--- src/rtl/count_step_monitor_pkg.sv ---
// Shared definitions for the counter step monitor: state encodings,
// direction encodings, count width and the next-value prediction.
package count_step_monitor_pkg;

  // Width of the counter under check, common with the counter itself.
  localparam int CNT_W = 3;

  // Counter direction encodings as seen on the mode input.
  localparam logic MODE_UP = 1'b0;
  localparam logic MODE_DN = 1'b1;

  // Monitor FSM states; encoding is visible on the state output.
  typedef enum logic [1:0] {
    PRIME  = 2'd0,
    TRACK  = 2'd1,
    RESYNC = 2'd2,
    ALARM  = 2'd3
  } state_t;

  // Value the counter must show this cycle, given what drove it last cycle.
  // A load wins over counting; counting wraps modulo 2^CNT_W.
  function automatic logic [CNT_W-1:0] next_exp(
    input logic [CNT_W-1:0] prev_count,
    input logic             prev_mode,
    input logic             prev_set,
    input logic [CNT_W-1:0] prev_setnum
  );
    logic [CNT_W-1:0] val;
    if (prev_set)                val = prev_setnum;
    else if (prev_mode == MODE_UP) val = prev_count + CNT_W'(1);
    else                         val = prev_count - CNT_W'(1);
    return val;
  endfunction

endpackage

--- src/rtl/count_step_monitor_sat_counter.sv ---
// W-bit saturating event counter. Sticks at all-ones, holds while frozen,
// clears synchronously.
module sat_counter #(
  parameter int W = 8
) (
  input  logic         clk_i,
  input  logic         clr_i,
  input  logic         inc_i,
  input  logic         freeze_i,
  output logic [W-1:0] cnt_o
);

  logic [W-1:0] cnt_q;

  // Count increments unless frozen or already saturated.
  always_ff @(posedge clk_i) begin
    if (clr_i) begin
      cnt_q <= '0;
    end else if (inc_i && !freeze_i && (cnt_q != {W{1'b1}})) begin
      cnt_q <= cnt_q + W'(1);
    end
  end

  assign cnt_o = cnt_q;

endmodule

--- src/rtl/count_step_monitor.sv ---
// Step checker for a 3-bit up/down/loadable counter. Predicts each count
// from the previous cycle's count and controls, flags wraps and illegal
// steps with one-cycle pulses, keeps event counters, and latches an alarm
// once the error count reaches ERR_LIMIT.
//
// Handshake: none. The monitor samples count/mode/set/setnum on every
// rising edge unconditionally; all outputs are registered and describe the
// edge that sampled the offending or wrapping count (1-cycle latency).
module count_step_monitor
  import count_step_monitor_pkg::*;
#(
  parameter int WCNT      = 8,
  parameter int ERR_LIMIT = 4
) (
  input  logic             clk,
  input  logic             clr,
  input  logic [CNT_W-1:0] count,
  input  logic             mode,
  input  logic             set,
  input  logic [CNT_W-1:0] setnum,
  output logic             wrap_up,
  output logic             wrap_dn,
  output logic             step_err,
  output logic [CNT_W-1:0] bad_val,
  output logic [CNT_W-1:0] exp_val,
  output logic [WCNT-1:0]  wrap_cnt,
  output logic [WCNT-1:0]  err_cnt,
  output logic             alarm,
  output logic [1:0]       state
);

  localparam logic [WCNT:0]    LIMIT = ERR_LIMIT[WCNT:0];
  localparam logic [CNT_W-1:0] TOP   = {CNT_W{1'b1}};

  state_t           state_q;
  logic [CNT_W-1:0] prev_count_q, prev_setnum_q;
  logic             prev_mode_q, prev_set_q;
  logic             wrap_up_q, wrap_dn_q, step_err_q, alarm_q;
  logic [CNT_W-1:0] bad_val_q, exp_val_q;

  logic [CNT_W-1:0] exp_w;
  logic             tracking, match, is_wrap_up, is_wrap_dn, err_hit, limit_hit;
  logic [WCNT:0]    err_plus;

  // Prediction and classification of the step sampled at this edge.
  always_comb begin
    exp_w      = next_exp(prev_count_q, prev_mode_q, prev_set_q, prev_setnum_q);
    tracking   = (state_q == TRACK);
    match      = (count == exp_w);
    // A load that lands on 0 or 7 is not a wrap, hence the !prev_set term.
    is_wrap_up = !prev_set_q && (prev_mode_q == MODE_UP) &&
                 (prev_count_q == TOP) && (count == '0);
    is_wrap_dn = !prev_set_q && (prev_mode_q == MODE_DN) &&
                 (prev_count_q == '0) && (count == TOP);
    err_hit    = tracking && !match;
    err_plus   = {1'b0, err_cnt} + (WCNT + 1)'(1);
    limit_hit  = (err_plus == LIMIT);
  end

  sat_counter #(.W(WCNT)) u_wrap_cnt (
    .clk_i    (clk),
    .clr_i    (clr),
    .inc_i    (tracking && match && (is_wrap_up || is_wrap_dn)),
    .freeze_i (state_q == ALARM),
    .cnt_o    (wrap_cnt)
  );

  sat_counter #(.W(WCNT)) u_err_cnt (
    .clk_i    (clk),
    .clr_i    (clr),
    .inc_i    (err_hit),
    .freeze_i (state_q == ALARM),
    .cnt_o    (err_cnt)
  );

  // Monitor FSM: input capture, step check, registered pulses and alarm.
  always_ff @(posedge clk) begin
    if (clr) begin
      state_q       <= PRIME;
      prev_count_q  <= '0;
      prev_mode_q   <= 1'b0;
      prev_set_q    <= 1'b0;
      prev_setnum_q <= '0;
      wrap_up_q     <= 1'b0;
      wrap_dn_q     <= 1'b0;
      step_err_q    <= 1'b0;
      bad_val_q     <= '0;
      exp_val_q     <= '0;
      alarm_q       <= 1'b0;
    end else begin
      // Inputs are captured in every state so RESYNC and PRIME re-anchor.
      prev_count_q  <= count;
      prev_mode_q   <= mode;
      prev_set_q    <= set;
      prev_setnum_q <= setnum;
      wrap_up_q     <= 1'b0;
      wrap_dn_q     <= 1'b0;
      step_err_q    <= 1'b0;
      case (state_q)
        PRIME:  state_q <= TRACK;
        RESYNC: state_q <= TRACK;
        TRACK: begin
          if (match) begin
            wrap_up_q <= is_wrap_up;
            wrap_dn_q <= is_wrap_dn;
          end else begin
            step_err_q <= 1'b1;
            bad_val_q  <= count;
            exp_val_q  <= exp_w;
            if (limit_hit) begin
              state_q <= ALARM;
              alarm_q <= 1'b1;
            end else begin
              state_q <= RESYNC;
            end
          end
        end
        ALARM:   state_q <= ALARM;
        default: state_q <= PRIME;
      endcase
    end
  end

  assign wrap_up  = wrap_up_q;
  assign wrap_dn  = wrap_dn_q;
  assign step_err = step_err_q;
  assign bad_val  = bad_val_q;
  assign exp_val  = exp_val_q;
  assign alarm    = alarm_q;
  assign state    = state_q;

endmodule

--- config.mk ---
export PLATFORM = sky130hd
export DESIGN_NAME = count_step_monitor
export DESIGN_NICKNAME = d
export VERILOG_FILES = /design/src/rtl/count_step_monitor_pkg.sv /design/src/rtl/count_step_monitor_sat_counter.sv /design/src/rtl/count_step_monitor.sv
export SDC_FILE = /design/constraint.sdc
export NUM_CORES = 1
export LEC_CHECK = 0
export ABC_AREA = 1
export BUFFER_PORTS_ARGS = -buffer_cell sky130_fd_sc_hd__buf_2
export CAP_MARGIN = 20
export CORE_MARGIN = 2
export CORE_UTILIZATION = 45
export CTS_CLUSTER_DIAMETER = 100
export DETAILED_ROUTE_END_ITERATION = 12
export PLACE_DENSITY = 0.67
export SLEW_MARGIN = 10
export SYNTH_ARGS = -nofsm -noshare
export SYNTH_HDL_FRONTEND = slang
export SYNTH_SLANG_ARGS = --single-unit
--- constraint.sdc ---
create_clock -name clk -period 2.55 [get_ports clk]
set_clock_uncertainty 0.15 [all_clocks]
set_input_delay 0.3825 -clock clk [delete_from_list [all_inputs] [get_ports clk]]
set_output_delay 0.3825 -clock clk [all_outputs]
set_load 0.01 [all_outputs]
== Word level (Yosys, flattened, before mapping) ==
Index checks and enable logic that the tools add are counted.
Word-level totals
  flip-flop bits (word level): 36
  bits in latches: 0
  RAM bits: 0
  ROM bits: 0
  bits of input ports: 10
  output and inout bits: 28
  word-level logic and storage cells: 62
  memories: 0
Cells by class
  add/subtract/negate cells: 5
  multiply operators: 0
  divide/modulo/power cells: 0
  order comparisons: 0
  equality and inequality tests: 10
  shift operators: 0
  muxes and demuxes: 6
  bitwise operators: 3
  reduce and logical (&&, ||, !) cells: 25
Operators with widths (number)
  adder 8 x 1 -> 8 bit (second input constant): 2
  != test 8 bit (second input constant): 2
  logical AND 1 bit: 13
  adder 8 x 1 -> 9 bit (second input constant): 1
  == test 9 x 3 -> 1 bit (second input constant): 1
  == test 3 bit (second input constant): 2
  zero test 3 bit: 2
  2-to-1 mux 3 bit: 2
  one-hot mux 2 bit (3 select lines): 1
  == test 2 bit (second input constant): 2
  OR reduction 2 bit: 2
  adder 3 x 1 -> 3 bit (second input constant): 1
  == test 3 bit: 1
  zero test 1 bit: 3
  inverter 1 bit: 3
  AND reduction 3 bit: 1
  OR reduction 3 bit: 1
  subtractor 3 x 1 -> 3 bit (second input constant): 1
  == test 2 x 1 -> 1 bit (second input constant): 1
  zero test 2 bit: 1
  2-to-1 mux 1 bit: 2
  2-to-1 mux 2 bit: 1
  != test 2 bit (second input constant): 1
  AND reduction 2 bit: 1
  logical OR 1 bit: 1

== Depth between registers and ports, before layout ==
Gate-level depths: netlist of the first run.
  depth in word-level cells: 8
  depth in mapped cells: 15
  mapped depth without buffers: 15

== Modules after synthesis ==
A second synthesis of the first run with hierarchy kept.
Second synthesis, totals
  cells, all modules: 260
  area, all modules: 1853.0 µm²
Modules (own cells, without submodules)
  sat_counter: instances 2, cells each 69, area each 467.9 µm², seq. area each 160.2 µm²
  count_step_monitor: instances 1, cells each 122, area each 917.1 µm², seq. area each 400.4 µm²

== Worst setup path after synthesis of the first run ==
No wires, ideal clock.
  kind: register -> register
  start point: register prev_count_q[0]
  end point: register u_err_cnt.cnt_q[5], in the netlist u_err_cnt.cnt_o[5]
  library setup time: 0.119 ns
  arrival time: 1.834 ns
  data required time: 2.281 ns
  setup slack: 0.447 ns
  cell stages (with the launch flop): 12
  cells stage by stage: dfxtp_1 -> fa_1 -> inv_1 -> o21ai_0 -> nand2_1 -> nand2_1 -> nor2_4 -> nand3_4 -> nand3_1 -> buf_4 -> o21ai_0 -> a21oi_1
On the way
  word-level cells in the longest chain between the ends: 8
Ends and longest elaborated chain
  from (decl): line count_step_monitor.sv:36  | logic [CNT_W-1:0] prev_count_q, prev_setnum_q;
  from (signal assigned): line count_step_monitor.sv:92  | prev_count_q <= count;
  adder 3 x 1 -> 3 bit / subtractor 3 x 1 -> 3 bit (equally long branches): line count_step_monitor_pkg.sv:30, count_step_monitor_pkg.sv:31
  2-to-1 mux 3 bit (*): line count_step_monitor_pkg.sv:30  | else if (prev_mode == MODE_UP) val = prev_count + CNT_W'(1);
  2-to-1 mux 3 bit (*): line count_step_monitor_pkg.sv:29  | if (prev_set) val = prev_setnum;
  == test 3 bit (*): line count_step_monitor.sv:49  | match = (count == exp_w);
  zero test 1 bit (*): line count_step_monitor.sv:55  | err_hit = tracking && !match;
  logical AND 1 bit (*): line count_step_monitor.sv:55
  logical AND 1 bit (*) (2 in series): line count_step_monitor_sat_counter.sv:19  | end else if (inc_i && !freeze_i && (cnt_q != {W{1'b1}})) begin
  to (signal assigned): line count_step_monitor_sat_counter.sv:20  | cnt_q <= cnt_q + W'(1);
  to (decl): line count_step_monitor_sat_counter.sv:13  | logic [W-1:0] cnt_q;
Mark *: on every way between the ends. The rest lies on a longest branch, timed or not.
A chain may end at the register's enable or synchronous reset.

== Final worst setup path of the first run ==
  start point: register prev_count_q[0]
  end point: register u_err_cnt.cnt_q[3], in the netlist u_err_cnt.cnt_o[3]
Same word-level chain as after synthesis.

==> flow_metrics.py, run 1 <==
metrics = {
    "outcome": {
        "status": "completed",
    },
    "placed_design": {
        "place_area_um2": 1890,
        "hpwl_um": 2430,
        "gp_congestion": 0.787,
        "io_buffers": 37,
        "pre_cts_slack_ps": 170,
    },
    "cells_and_area": {
        "drive_above_1_share_pct": 23.9,
        "fin_util_pct": 54.8,
        "fill_cells": 353,
        "antenna_cells": 0,
        "nets": 268,
        "final_design_area_no_fill_um2": 1970,
        "area_delta_synth_final_pct": 18.0,
    },
    "clocking": {
        "clkTransAtPathRegs_ps": 70,
        "clk_path_buf_depth": 2,
        "cts_hold_buf": 0,
        "cts_tree": "done",
        "cts_sinks": 36,
        "clk_latency_ps": 280,
        "htreeDepth": 2,
        "cts_buffers": 5,
        "cts_root_buffer": "clkbuf_8",
    },
    "floorplanning": {
        "die_h_um": 65.0,
        "die_w_um": 65.0,
        "start_util_pct": 46.4,
        "rows": 22,
        "io_pins": 38,
        "die_area_um2": 4220,
        "core_area_um2": 3610,
    },
    "logic_synthesis": {
        "yosysTopAreaCell": "dfxtp_1",
        "ys_top_cells_by_count": "nand2_1, dfxtp_1, inv_1",
        "synthFlopType": "dfxtp_1",
        "postSynthAreaPerCell_um2": 7.78,
        "synth_top_cells_by_area": "dfxtp_1, nand2_1, a21oi_1",
        "ys_seq_elements": 36,
        "netlist_area_um2": 1670,
        "ys_types": 28,
        "async_reset_ff_share_pct": 0,
        "yosysMostFrequentCell": "nand2_1",
        "synth-edff-count": 0,
        "synth_top_area_share_pct": 43.1,
        "netlist_instances": 215,
        "syn_nets": 228,
        "yosys_warnings": 0,
        "synth.yosys.seq_area_share_pct": 43.1,
    },
    "timing": {
        "period_share_pct": 87.9,
        "hold_viol": 0,
        "slew_viol_final": 0,
        "setup_slack_ps": 308,
        "max_slew.worst_pin.slew_ps": 396,
        "setup_viol": 0,
        "period_needed_ps": 2240,
        "setup_tns_ps": 0,
        "max_freq_ghz": 0.446,
        "rsz0062_at_grt": "no",
        "relSlewSlack_pct": 73.6,
    },
    "run": {
        "cap_violations": 0,
    },
    "grt": {
        "grt_pass1_vias": 1310,
        "grt.total_usage_pct": 17.5,
        "grt_overflow": 0,
        "antenna_found_initial": 0,
        "grt_pass1_wl_um": 5690,
        "grt_max_degree": 21,
    },
    "routing": {
        "wire_per_inst_um": 10.9,
        "drt-total-wl_um": 3290,
        "viasPerCell": 4.83,
        "drt_first_pass_iters": 4,
        "vias": 1463,
        "drt_iter0_drc": 69,
        "drc_errors": 0,
        "antenna_left": 0,
    },
    "power_and_ir_drop": {
        "total_leakage_power_uw": 0.000947,
        "vdd_drop_max_mv": 0.328,
        "p_per_area_nw_per_um2": 584,
    },
    "critical_path": {
        "crit_start": "prev_count_q[0]$_SDFF_PP0_",
        "reg2reg_from": "prev_count_q[0]$_SDFF_PP0_",
        "crit_type": "flop to flop",
        "required_ps": 2620,
        "crit_path_max_fanout": 11,
        "endpoint_kind": "flop",
        "worstSetupStartpointType": "flop",
        "arrival_ps": 2310,
    },
    "min_path": {
        "holdCritStartpoint": "setnum[2]",
        "hold_class": "primary input to flop",
    },
}
-- registers in the layout (all words and copies together) (netlist names) --
| name | count |
|---|---|
| prev_count_q | 3 |
| prev_set_q | 1 |
| u_err_cnt.cnt_o | 8 |
| prev_setnum_q | 3 |
| bad_val | 3 |
| alarm | 1 |
| exp_val | 3 |
| state | 2 |
| prev_mode_q | 1 |
| wrap_dn | 1 |
| step_err | 1 |
| wrap_up | 1 |
| u_wrap_cnt.cnt_o | 8 |
-- worst max-delay path: stages, from the launching register on --
cell and delay (ps):
dfxtp_1 340, fa_1 530, inv_1 50, o21ai_0 200, nand2_1 70, nand2_1 110, nor2_4 50, nand3_4 120
nand3_2 190, inv_1 180, nand2_1 70, a21oi_1 110
-- path summary, 6_finish.rpt --
kind / endpoint / slack [ps] / depth (start not counted)
setup / recovery: u_err_cnt.cnt_o[3]$_SDFFE_PP0P_ / 310 / 11
hold / removal: prev_setnum_q[2]$_SDFF_PP0_ / 150 / 3
setup reg to reg: u_err_cnt.cnt_o[3]$_SDFFE_PP0P_ / 310 / 11
hold reg to reg: alarm$_SDFFE_PP0P_ / 300 / 2
-- report_power, final --
group | total (uW) | switching, uW | leakage, uW | internal, uW
Clock | 374 | 188 | 0.0000410 | 186
Sequential | 613 | 19.8 | 0.000295 | 593
Combinational | 166 | 107 | 0.000612 | 59.9
-- layout make-up --
cell class	instances	area, um2	share of cell area (%)
Clock buffer	6	72.6	3.68
Clock inverter	1	5.00	0.253
Inverter	28	105	5.32
Multi-Input combinational cell	146	818	41.4
Sequential cell	36	721	36.5
Tap cell	48	60.1	3.04
Timing Repair Buffer	38	193	9.76
-- layer usage --
layer  wire (um)  share of wire (%)  global-route usage (%)  vias up
met2        1430                 44                    27.1       36
met4          70                2.1                    7.98        0
li1            -                  -                       -      775
met3         137                4.2                    4.17        5
met1        1650                 50                    23.0      647
met5           0                  0                       0        -
-- cell usage in the layout (no fill, tap or decap), types with 3 or more instances in the layout --
cell      count
a21oi_1      19
buf_2        37
clkbuf_8      5
dfxtp_1      36
inv_1        25
inv_2         3
nand2_1      41
nand2_2       7
nand3_1      10
nand4_1       9
nor2_1       21
o21ai_0       5
o21ai_1       5
xnor2_1       4
xor2_1        8
-- timing repair --
| item | in CTS | in global routing |
|---|---|---|
| resized for setup | 0 | 1 |
| setup buffers | 0 | 0 |
| hold endpoints to repair | 0 | 0 |
| endpoints found under the setup margin | 0 | 4 |
-- through the flow --
stage               hold WS, ps  instances  total power [uW]
global route                139        303              1220
detailed placement          295        296               792
finish                      145        303              1150
CTS                         133        303              1170
floorplan                   323        215               746
global placement            288        296               789
-- kinds of logic after synthesis --
logic type               synth area share [%]
AO/OA/AOI/OAI                            10.1
XOR/XNOR                                 6.28
adder cells (fa/ha/maj)                  2.69
buffers and inverters                    8.30
flip-flops                               43.1
AND/OR/NAND/NOR                          29.5
No activity file was read; power rests on OpenSTA's default activity.
==> run 2: changes to the inputs <==
--- a/config.mk
+++ b/config.mk
@@ -8,11 +8,13 @@
 export ABC_AREA = 1
 export BUFFER_PORTS_ARGS = -buffer_cell sky130_fd_sc_hd__buf_2
 export CAP_MARGIN = 20
+export CELL_PAD_IN_SITES_DETAIL_PLACEMENT = 0
+export CELL_PAD_IN_SITES_GLOBAL_PLACEMENT = 2
 export CORE_MARGIN = 2
-export CORE_UTILIZATION = 45
+export CORE_UTILIZATION = 30
 export CTS_CLUSTER_DIAMETER = 100
 export DETAILED_ROUTE_END_ITERATION = 12
-export PLACE_DENSITY = 0.67
+export PLACE_DENSITY_LB_ADDON = 0.1
 export SLEW_MARGIN = 10
 export SYNTH_ARGS = -nofsm -noshare
 export SYNTH_HDL_FRONTEND = slang
==> run 2 against run 1 <==
Net effect:
- global-route usage down 4.3 points
- core utilization shrank 18 points
- sequential share of layout area shrank 0.73 points
- cell area increased by 2.0%
- clock power up 7.5%
- critical path type unchanged
==> flow_metrics.py, run 2 (synthesis results as in run 1) <==
metrics = {
    "placed_design": {
        "hpwl_um": 2720,
        "io_buffers": 37,
        "gp_congestion": 0.716,
    },
    "routing": {
        "drt-total-wl_um": 3740,
        "vias": 1434,
        "wire_per_inst_um": 11.4,
        "antenna_left": 0,
        "viasPerCell": 4.37,
        "drt_iter0_drc": 47,
        "drc_errors": 0,
        "drt_first_pass_iters": 4,
    },
    "clocking": {
        "cts_tree": "done",
        "htreeDepth": 2,
        "clkTransAtPathRegs_ps": 80,
        "cts_buffers": 5,
        "post_cts_buffers": 0,
        "cts_sinks": 36,
        "clk_path_buf_depth": 2,
        "clk_latency_ps": 300,
        "cts_root_buffer": "clkbuf_8",
    },
    "min_path": {
        "holdPathEnd": "prev_setnum_q[0]$_SDFF_PP0_",
        "hold_class": "primary input to flop",
        "hold_depth": 3,
        "holdCritStartpoint": "setnum[0]",
    },
    "critical_path": {
        "arrival_ps": 2360,
        "r2r-end": "u_err_cnt.cnt_o[4]$_SDFFE_PP0P_",
        "endpoint_kind": "flop",
        "required_ps": 2620,
        "reg2reg_slack_ps": 260,
        "crit_path_max_fanout": 11,
        "reg2reg_from": "prev_count_q[0]$_SDFF_PP0_",
        "reg2reg_depth": 11,
        "worstSetupStartpointType": "flop",
        "crit_type": "flop to flop",
        "crit_start": "prev_count_q[0]$_SDFF_PP0_",
    },
    "grt": {
        "grt_pass1_vias": 1331,
        "grt_pass1_wl_um": 6320,
        "antenna_found_initial": 0,
        "grt_max_degree": 21,
        "grt.total_usage_pct": 13.2,
        "grt_overflow": 0,
    },
    "power_and_ir_drop": {
        "seqPwrFrac_pct": 51.8,
        "total_leakage_power_uw": 0.000954,
        "p_per_area_nw_per_um2": 587,
        "vdd_drop_max_mv": 0.239,
        "p_switching_uw": 340,
        "clkPwrFrac_pct": 34.0,
        "power.internal_uw": 843,
        "p_sw_share_pct": 28.7,
        "comb_power_share_pct": 14.2,
    },
    "floorplanning": {
        "core_area_um2": 5440,
        "rows": 27,
        "io_pins": 38,
        "start_util_pct": 30.8,
        "die_area_um2": 6190,
        "die_w_um": 78.7,
        "die_h_um": 78.7,
    },
    "cells_and_area": {
        "drive_above_1_share_pct": 24.6,
        "multi_input_area_um2": 818,
        "area_delta_synth_final_pct": 20.4,
        "antenna_cells": 0,
        "nets": 268,
        "seq_area_um2": 721,
        "layout_common_cells": "nand2_1, buf_2, dfxtp_1",
        "layout_commonest_cell": "nand2_1",
        "fill_cells": 601,
        "fin_util_pct": 37.0,
    },
    "timing": {
        "relSlewSlack_pct": 70.1,
        "hold_viol": 0,
        "period_share_pct": 89.6,
        "rsz0062_at_grt": "no",
        "setup_tns_ps": 0,
        "period_needed_ps": 2290,
        "slew_viol_final": 0,
        "max_slew.worst_pin.slew_ps": 445,
        "setup_viol": 0,
        "max_freq_ghz": 0.437,
    },
    "outcome": {
        "status": "completed",
    },
    "run": {
        "cap_violations": 0,
    },
}
==> run 2: cell types whose count changed in the layout (fill, tap and decap cells not counted) <==
cell	delta
clkinv_2	+1
clkbuf_1	-1
clkinv_4	+1
==> run 2: through the flow <==
step | setup slack [ps] | cell area [um2] | power (uW) | hold WS, ps | instances
global placement | 172 | 1920 | 796 | 291 | 320
detailed placement | 99.8 | 1920 | 796 | 289 | 320
finish | 264 | 2010 | 1180 | 128 | 328
global route | 6.63 | 2010 | 1260 | 127 | 328
CTS | 64.0 | 2010 | 1200 | 123 | 328
floorplan | 447 | 1670 | 746 | 323 | 215
==> run 2: layout make-up <==
cell class / instances / share of cell area, %
tap: 72 / 4.47
inverter: 28 / 5.22
sequential: 36 / 35.8
multi-input combinational: 146 / 40.6
clock buffer: 5 / 3.42
clock inverter: 3 / 0.932
timing repair buffer: 38 / 9.57
==> run 2: worst max path at each step <==
stage	endpoint	slack, ps	depth (start not counted)
final	u_err_cnt.cnt_o[4]$_SDFFE_PP0P_	260	11
after global routing	u_err_cnt.cnt_o[1]$_SDFFE_PP0P_	7	11
after CTS	u_err_cnt.cnt_o[4]$_SDFFE_PP0P_	60	11
after detailed placement	u_err_cnt.cnt_o[4]$_SDFFE_PP0P_	100	11
after global placement	u_err_cnt.cnt_o[1]$_SDFFE_PP0P_	170	11
after floorplan	u_err_cnt.cnt_o[5]$_SDFFE_PP0P_	450	11
==> run 2: critical path, cell delays in order, from the launching register on <==
cell and delay (ps):
dfxtp_1 340, fa_1 530, inv_1 40, o21ai_0 210, nand2_1 70, nand2_1 110
nor2_4 50, nand3_4 120, nand3_2 210, inv_1 190, nand2_1 70, a21oi_1 120
==> run 2: layer usage <==
metal / share of wire (%) / track usage [%] / up-vias
met1: 49 / 17.3 / 628
li1: - / - / 770
met5: 0 / 0 / -
met3: 4.8 / 4.25 / 5
met2: 45 / 20.3 / 31
met4: 1.3 / 4.74 / 0
==> run 2: timing repair <==
action / CTS / global route
hold buffers: 0 / 0
endpoints found under the setup margin: 0 / 7
gates resized for setup: 0 / 1
==> run 2: power groups by stage <==
| stage | logic, uW | registers (uW) | clock network (uW) |
|---|---|---|---|
| 5_1_grt | 191 | 618 | 449 |
| 3_3_place_gp | 169 | 627 | 0 |
| 2_1_floorplan | 111 | 635 | 0 |
| 3_5_place_dp | 170 | 626 | 0 |
| 4_1_cts | 171 | 613 | 420 |
| 6_report | 168 | 612 | 402 |
